--- config.mk ---
export PLATFORM = sky130hd
export DESIGN_NAME = shift_chain_monitor
export DESIGN_NICKNAME = d
export VERILOG_FILES = /design/src/rtl/rad_mon_pkg.sv /design/src/rtl/shift_chain_monitor_lfsr16.sv /design/src/rtl/shift_chain_monitor.sv
export SDC_FILE = /design/constraint.sdc
export NUM_CORES = 1
export LEC_CHECK = 0
export CORE_ASPECT_RATIO = 0.75
export CORE_MARGIN = 1
export CORE_UTILIZATION = 48
export DETAILED_ROUTE_END_ITERATION = 7
export PLACE_DENSITY = 0.75
export REMOVE_ABC_BUFFERS = 1
export SKIP_CTS_REPAIR_TIMING = 1
export SYNTH_ARGS = -nofsm -noshare
export SYNTH_HDL_FRONTEND = slang
export SYNTH_SLANG_ARGS = --single-unit
--- constraint.sdc ---
create_clock -name clk -period 2.2 [get_ports clk]
set_input_delay 0.44 -clock clk [delete_from_list [all_inputs] [get_ports clk]]
set_output_delay 0.44 -clock clk [all_outputs]
set_load 0.01 [all_outputs]
--- src/rtl/rad_mon_pkg.sv ---
// Shared types and helpers for the radiation shift-chain monitor:
// monitor state encoding, the 16-bit Fibonacci LFSR taps and step function.
package rad_mon_pkg;

    typedef enum logic [1:0] {
        IDLE  = 2'd0,
        FILL  = 2'd1,
        CHECK = 2'd2
    } mon_state_e;

    // Taps for x^16+x^14+x^13+x^11+1 expressed as state bits 15,13,12,10.
    localparam logic [15:0] LFSR_TAPS    = 16'hB400;
    localparam logic [15:0] DEFAULT_SEED = 16'hACE1;

    // One Fibonacci step: shift left, feedback is the parity of the tapped bits.
    function automatic logic [15:0] lfsr_next(input logic [15:0] s);
        return {s[14:0], ^(s & LFSR_TAPS)};
    endfunction

    // An all-zero LFSR would lock up, so a zero seed is mapped to 1.
    function automatic logic [15:0] seed_fix(input logic [15:0] s);
        return (s == 16'h0000) ? 16'h0001 : s;
    endfunction

endpackage

--- src/rtl/shift_chain_monitor_lfsr16.sv ---
// 16-bit Fibonacci LFSR with synchronous seed load and advance enable.
// Output bit of the stream is state[15].
module lfsr16 (
    input  logic        clk,
    input  logic        rst,
    input  logic [15:0] seed,
    input  logic        advance,
    input  logic        load_seed,
    output logic [15:0] state
);
    import rad_mon_pkg::*;

    logic [15:0] state_q;
    logic [15:0] state_d;

    // Next state: reload wins over advance, otherwise hold.
    always_comb begin
        state_d = state_q;
        if (load_seed) begin
            state_d = seed;
        end else if (advance) begin
            state_d = lfsr_next(state_q);
        end
    end

    // State register, reset to the seed.
    always_ff @(posedge clk) begin
        if (rst) begin
            state_q <= seed;
        end else begin
            state_q <= state_d;
        end
    end

    assign state = state_q;

endmodule

--- src/rtl/shift_chain_monitor.sv ---
// Stimulus/check wrapper for one monitored shift chain. lfsr_a drives a
// pseudo-random stream into the chain; lfsr_b regenerates the same stream
// LAT cycles later so chain_q can be compared bit by bit without storing it.
module shift_chain_monitor #(
    parameter int          SHIFT_LENGTH = 16,
    parameter logic [15:0] SEED         = 16'hACE1,
    parameter int          COUNT_WIDTH  = 16,
    parameter int          CHECK_WIDTH  = 32
) (
    input  logic                   clk,
    input  logic                   rst,
    input  logic                   enable,
    input  logic                   clear,
    input  logic                   inject,
    output logic                   chain_d,
    input  logic                   chain_q,
    output logic                   running,
    output logic                   err_pulse,
    output logic                   err_flag,
    output logic [COUNT_WIDTH-1:0] err_count,
    output logic [CHECK_WIDTH-1:0] bits_checked
);
    import rad_mon_pkg::*;

    // Chain latency: SHIFT_LENGTH+1 flops between chain_d and chain_q.
    localparam int                 LAT       = SHIFT_LENGTH + 1;
    localparam int                 FILL_W    = $clog2(LAT + 1);
    localparam logic [FILL_W-1:0]  FILL_LAST = FILL_W'(LAT - 1);
    localparam logic [15:0]        SEED_EFF  = seed_fix(SEED);

    mon_state_e              state_q, state_d;
    logic [FILL_W-1:0]       fill_cnt_q, fill_cnt_d;
    logic                    running_q, running_d;
    logic                    err_pulse_q, err_pulse_d;
    logic                    err_flag_q, err_flag_d;
    logic [COUNT_WIDTH-1:0]  err_count_q, err_count_d;
    logic [CHECK_WIDTH-1:0]  bits_checked_q, bits_checked_d;

    logic [15:0] lfsr_a;
    logic [15:0] lfsr_b;
    logic        a_load, a_adv;
    logic        b_load, b_adv;
    logic        in_check;
    logic        mismatch;
    logic        lfsr_unused;

    // Only the stream bit of each LFSR is consumed here.
    assign lfsr_unused = ^{lfsr_a[14:0], lfsr_b[14:0]};

    // Sequencing: IDLE -> FILL for exactly LAT cycles -> CHECK; enable low aborts to IDLE.
    always_comb begin
        state_d    = state_q;
        fill_cnt_d = '0;
        case (state_q)
            IDLE: begin
                if (enable) begin
                    state_d = FILL;
                end
            end
            FILL: begin
                if (!enable) begin
                    state_d = IDLE;
                end else if (fill_cnt_q == FILL_LAST) begin
                    state_d = CHECK;
                end else begin
                    fill_cnt_d = fill_cnt_q + 1'b1;
                end
            end
            CHECK: begin
                if (!enable) begin
                    state_d = IDLE;
                end
            end
            default: state_d = IDLE;
        endcase
        running_d = (state_d == CHECK);
    end

    // LFSR control: the generator runs in FILL/CHECK, the model only in CHECK;
    // both go back to the seed whenever the run is idle or being dropped.
    always_comb begin
        a_load = (state_q == IDLE) || !enable;
        a_adv  = !a_load;
        b_load = (state_q != CHECK) || !enable;
        b_adv  = !b_load;
    end

    lfsr16 u_lfsr_a (
        .clk       (clk),
        .rst       (rst),
        .seed      (SEED_EFF),
        .advance   (a_adv),
        .load_seed (a_load),
        .state     (lfsr_a)
    );

    lfsr16 u_lfsr_b (
        .clk       (clk),
        .rst       (rst),
        .seed      (SEED_EFF),
        .advance   (b_adv),
        .load_seed (b_load),
        .state     (lfsr_b)
    );

    // Stream into the chain; inject flips only the current bit so alignment is kept.
    assign chain_d = (state_q != IDLE) & (lfsr_a[15] ^ inject);

    // Compare and count: clear wins over a same-cycle mismatch, counters saturate.
    always_comb begin
        in_check       = (state_q == CHECK);
        mismatch       = in_check & (chain_q ^ lfsr_b[15]);
        err_pulse_d    = 1'b0;
        err_flag_d     = err_flag_q;
        err_count_d    = err_count_q;
        bits_checked_d = bits_checked_q;
        if (clear) begin
            err_flag_d     = 1'b0;
            err_count_d    = '0;
            bits_checked_d = '0;
        end else begin
            if (mismatch) begin
                err_pulse_d = 1'b1;
                err_flag_d  = 1'b1;
                if (~&err_count_q) begin
                    err_count_d = err_count_q + 1'b1;
                end
            end
            if (in_check && (~&bits_checked_q)) begin
                bits_checked_d = bits_checked_q + 1'b1;
            end
        end
    end

    // State, fill counter and registered outputs.
    always_ff @(posedge clk) begin
        if (rst) begin
            state_q        <= IDLE;
            fill_cnt_q     <= '0;
            running_q      <= 1'b0;
            err_pulse_q    <= 1'b0;
            err_flag_q     <= 1'b0;
            err_count_q    <= '0;
            bits_checked_q <= '0;
        end else begin
            state_q        <= state_d;
            fill_cnt_q     <= fill_cnt_d;
            running_q      <= running_d;
            err_pulse_q    <= err_pulse_d;
            err_flag_q     <= err_flag_d;
            err_count_q    <= err_count_d;
            bits_checked_q <= bits_checked_d;
        end
    end

    assign running      = running_q;
    assign err_pulse    = err_pulse_q;
    assign err_flag     = err_flag_q;
    assign err_count    = err_count_q;
    assign bits_checked = bits_checked_q;

endmodule

==> report_table.html <==
<table>
<tr><th>Metric</th><th>Value</th></tr>
<tr><th colspan="2">Outcome</th></tr>
<tr><td>Outcome</td><td>completed</td></tr>
<tr><th colspan="2">Finish</th></tr>
<tr><td>Commonest non-fill, non-tap cell in the layout</td><td>dfxtp_1</td></tr>
<tr><td>Commonest cells after routing, fill and taps aside</td><td>dfxtp_1 (90), clkdlybuf4s50_1 (57), nor2_1 (49)</td></tr>
<tr><td>Signed area change from the synthesized netlist to the final layout</td><td>28.4%</td></tr>
<tr><td>Final core area utilization</td><td>approximately 64%</td></tr>
<tr><td>Fraction of final layout cells sized beyond drive strength 1</td><td>about 11%</td></tr>
<tr><td>Antenna diode instance count</td><td>0</td></tr>
<tr><td>Final standard cell count with taps included and fillers excluded</td><td>approximately 600</td></tr>
<tr><td>Final #Nets</td><td>slightly below 500</td></tr>
<tr><td>Fill cell count</td><td>approximately 640</td></tr>
<tr><th colspan="2">Place</th></tr>
<tr><td>Count of input and output buffers</td><td>57</td></tr>
<tr><td>RD Place Congestion</td><td>between 0.8 and 0.9</td></tr>
<tr><td>Placed Instances</td><td>576</td></tr>
<tr><td>Hpwl dp</td><td>roughly 6000 um</td></tr>
<tr><td>Place WS</td><td>32.8 ps</td></tr>
<tr><th colspan="2">Global route</th></tr>
<tr><td>First-pass GRT wire length</td><td>approximately 13000 um</td></tr>
<tr><td>Via count of the first global-routing pass</td><td>2912</td></tr>
<tr><td>Total routing usage reported by global routing</td><td>21.5%</td></tr>
<tr><td>Initial antenna violation count</td><td>0</td></tr>
<tr><td>Overflow after GRT</td><td>0</td></tr>
<tr><td>Largest net degree at the start of global routing</td><td>33</td></tr>
<tr><th colspan="2">Floorplanning</th></tr>
<tr><td>Top-level port count</td><td>58</td></tr>
<tr><td>Placeable core region</td><td>roughly 7400 um^2</td></tr>
<tr><td>Initial Utilization</td><td>roughly 50%</td></tr>
<tr><td>Horizontal die dimension</td><td>103 um</td></tr>
<tr><td>Die ar.</td><td>just over 8000 um^2</td></tr>
<tr><td>Site Rows</td><td>27</td></tr>
<tr><td>Die Y</td><td>77.9 um</td></tr>
<tr><th colspan="2">Setup path</th></tr>
<tr><td>Worst Setup Path Type</td><td>reg2reg</td></tr>
<tr><td>Element type at the critical path end</td><td>register</td></tr>
<tr><td>Critical path arrival</td><td>~2400 ps</td></tr>
<tr><td>Slack of the worst reg-to-reg path</td><td>~100 ps</td></tr>
<tr><td>Largest driver fanout on the critical path</td><td>5</td></tr>
<tr><td>Crit start category</td><td>register</td></tr>
<tr><td>Required time of the critical path</td><td>about 2500 ps</td></tr>
<tr><th colspan="2">Power</th></tr>
<tr><td>Areal power density over the cells</td><td>589 nW/um^2</td></tr>
<tr><td>Max rail drop VDD</td><td>246 uV</td></tr>
<tr><td>Leakage power of the design</td><td>0.00155 uW</td></tr>
<tr><th colspan="2">STA</th></tr>
<tr><td>Sum of negative setup slack</td><td>0 ps</td></tr>
<tr><td>Hold slack</td><td>roughly 420 ps</td></tr>
<tr><td>Number of endpoints failing setup at the final stage</td><td>0</td></tr>
<tr><td>Worst setup slack after layout</td><td>104 ps</td></tr>
<tr><td>Final hold viol count</td><td>0</td></tr>
<tr><td>Rel. slew slack</td><td>roughly 62%</td></tr>
<tr><td>Slew Viols, Final</td><td>0</td></tr>
<tr><td>Share of the clock period used by the worst path after layout</td><td>95.3%</td></tr>
<tr><td>Unrepaired setup endpoints after global routing</td><td>no</td></tr>
<tr><td>Top achievable clock speed</td><td>about 480 MHz</td></tr>
<tr><td>Worst-case clock skew</td><td>about 9.6 ps</td></tr>
<tr><td>Final period demand of the worst path</td><td>roughly 2100 ps</td></tr>
<tr><td>Transition time of the tightest slew-check pin</td><td>roughly 560 ps</td></tr>
<tr><th colspan="2">Synthesis</th></tr>
<tr><td>Sequential cell area fraction in the yosys report</td><td>between 40% and 50%</td></tr>
<tr><td>Count of distinct cell types in the synthesized netlist</td><td>40</td></tr>
<tr><td>Post-synth design cell area</td><td>around 3700 um^2</td></tr>
<tr><td>Synth warn</td><td>0</td></tr>
<tr><td>Mean post-synth cell area</td><td>9.16 um^2</td></tr>
<tr><td>Flip-flop and latch count after synthesis</td><td>90</td></tr>
<tr><td>Gate count after technology mapping</td><td>between 400 and 500</td></tr>
<tr><th colspan="2">Clocking</th></tr>
<tr><td>Max H-tree Level</td><td>3</td></tr>
<tr><td>Maximum count of clock buffers along a single path</td><td>2</td></tr>
<tr><td>Sinks on the clock net</td><td>90</td></tr>
<tr><td>Clock slew seen by the registers of the worst setup and hold paths</td><td>around 100 ps</td></tr>
<tr><td>CTS tree</td><td>yes</td></tr>
<tr><td>Total clock buffers created by CTS</td><td>9</td></tr>
<tr><td>Clock root cell</td><td>clkbuf_8</td></tr>
<tr><td>Worst skew pair latency</td><td>between 300 and 400 ps</td></tr>
<tr><th colspan="2">Routing</th></tr>
<tr><td>Vias after detailed routing</td><td>3193</td></tr>
<tr><td>Iteration-0 DRC count of the detailed router</td><td>about 140</td></tr>
<tr><td>Total wirelength of the detailed-routed design</td><td>just over 8000 um</td></tr>
<tr><td>Residual DRC count</td><td>0</td></tr>
<tr><td>Number of search-and-repair iterations in the first detailed-routing pass</td><td>4</td></tr>
<tr><td>Detail-routed net length per standard cell</td><td>13.8 um</td></tr>
<tr><td>Detail Route Antenna Nets</td><td>0</td></tr>
<tr><td>Average vias per placed instance</td><td>about 5.4</td></tr>
<tr><th colspan="2">Flow run</th></tr>
<tr><td>Max-Cap Viols</td><td>0</td></tr>
<tr><th colspan="2">Hold path</th></tr>
<tr><td>Worst hold-check path type</td><td>reg2reg</td></tr>
</table>
==> synthesized netlist by cell type <==
cell type / count / area share [%]
a211oi_1: 8 / 1.6
xnor2_1: 21 / 5.0
nand3b_1: 1 / 0.20
nor4_2: 1 / 0.34
nand4b_1: 2 / 0.47
a41o_2: 2 / 0.61
nand4_1: 14 / 2.4
nand2b_1: 2 / 0.34
a31oi_1: 2 / 0.34
nor4_1: 7 / 1.2
a21oi_1: 16 / 2.2
clkbuf_1: 10 / 1.0
xor2_1: 17 / 4.0
nor3_1: 10 / 1.4
a2111oi_0: 1 / 0.24
o21ai_0: 14 / 1.9
and3_1: 2 / 0.34
or3_1: 26 / 4.4
buf_6: 1 / 0.31
o211ai_1: 6 / 1.2
nand4_4: 1 / 0.58
or2_2: 3 / 0.51
and4_4: 3 / 0.92
nor2_1: 49 / 5.0
o2111ai_1: 2 / 0.47
inv_1: 8 / 0.81
nor4b_1: 1 / 0.24
and4_1: 2 / 0.47
o31ai_1: 2 / 0.41
buf_2: 1 / 0.14
or4b_4: 1 / 0.37
dfxtp_1: 90 / 49
nand3_1: 21 / 2.8
nor2b_1: 2 / 0.34
nand2_1: 24 / 2.4
or4b_2: 1 / 0.27
or4_1: 7 / 1.4
mux2i_1: 1 / 0.27
and2_1: 17 / 2.9
ha_1: 4 / 1.4
==> worst max-delay path, cell delays in order (launching register included) <==
cell and delay [ps]:
dfxtp_1 340, ha_1 210, and4_4 280, nand4_4 80, or4b_4 560, or4_1 490, nand2_1 80
==> routing by layer <==
metal	routed length [um]	GRT usage (%)	part of all wire (%)
met4	67	6.34	0.82
met5	0	0	0
met3	317	5.14	3.9
met2	3660	32.7	45
met1	4100	30.0	50
==> layout make-up <==
type	count	area (um^2)	share of cell area [%]
repair buffers	84	773	16.3
well taps	101	126	2.67
multi-input cells	293	1810	38.2
inverters	8	30.0	0.634
clock inverters	7	72.6	1.53
clock buffers	9	124	2.61
flip-flops and latches	90	1800	38.0
==> report_power, final <==
part | switching [uW] | internal [uW] | leakage [uW]
clock | 648 | 443 | 0.0000966
combinational | 36.2 | 25.1 | 0.000723
sequential | 4.06 | 1630 | 0.000726
==> sequential cells by signal, summed over array words and instances, names as in the netlist <==
signal and count:
bits_checked 32, err_count 16, err_flag 1, err_pulse 1, fill_cnt_q 5, running 1
state_q 2, u_lfsr_a.state 16, u_lfsr_b.state 16
==> path summary, 6_finish.rpt <==
kind / to / depth (start not counted) / start
max: bits_checked[28] / 6 / bits_checked[1]
min: u_lfsr_b.state[6] / 1 / u_lfsr_b.state[5]
max reg2reg: bits_checked[28] / 6 / bits_checked[1]
min reg2reg: u_lfsr_b.state[6] / 1 / u_lfsr_b.state[5]
==> stage by stage <==
step	instance area, um^2	total power, uW
after floorplan	3640	1700
after global placement	4540	1740
after detailed placement	4540	1740
after CTS	4730	2810
after global routing	4740	2900
final	4740	2790
==> cells by family (layout without fill, tap and decap cells) <==
logic type,Yosys count,in the layout,synth area share [%]
buf+inv,20,108,2.27
simple gates,197,197,29.3
xor+xnor,38,38,9.02
mux,1,1,0.271
flops,90,90,48.8
fa+ha+maj,4,4,1.36
compound gates,53,53,8.98
Note: power is estimated with default switching activity, not from simulation.
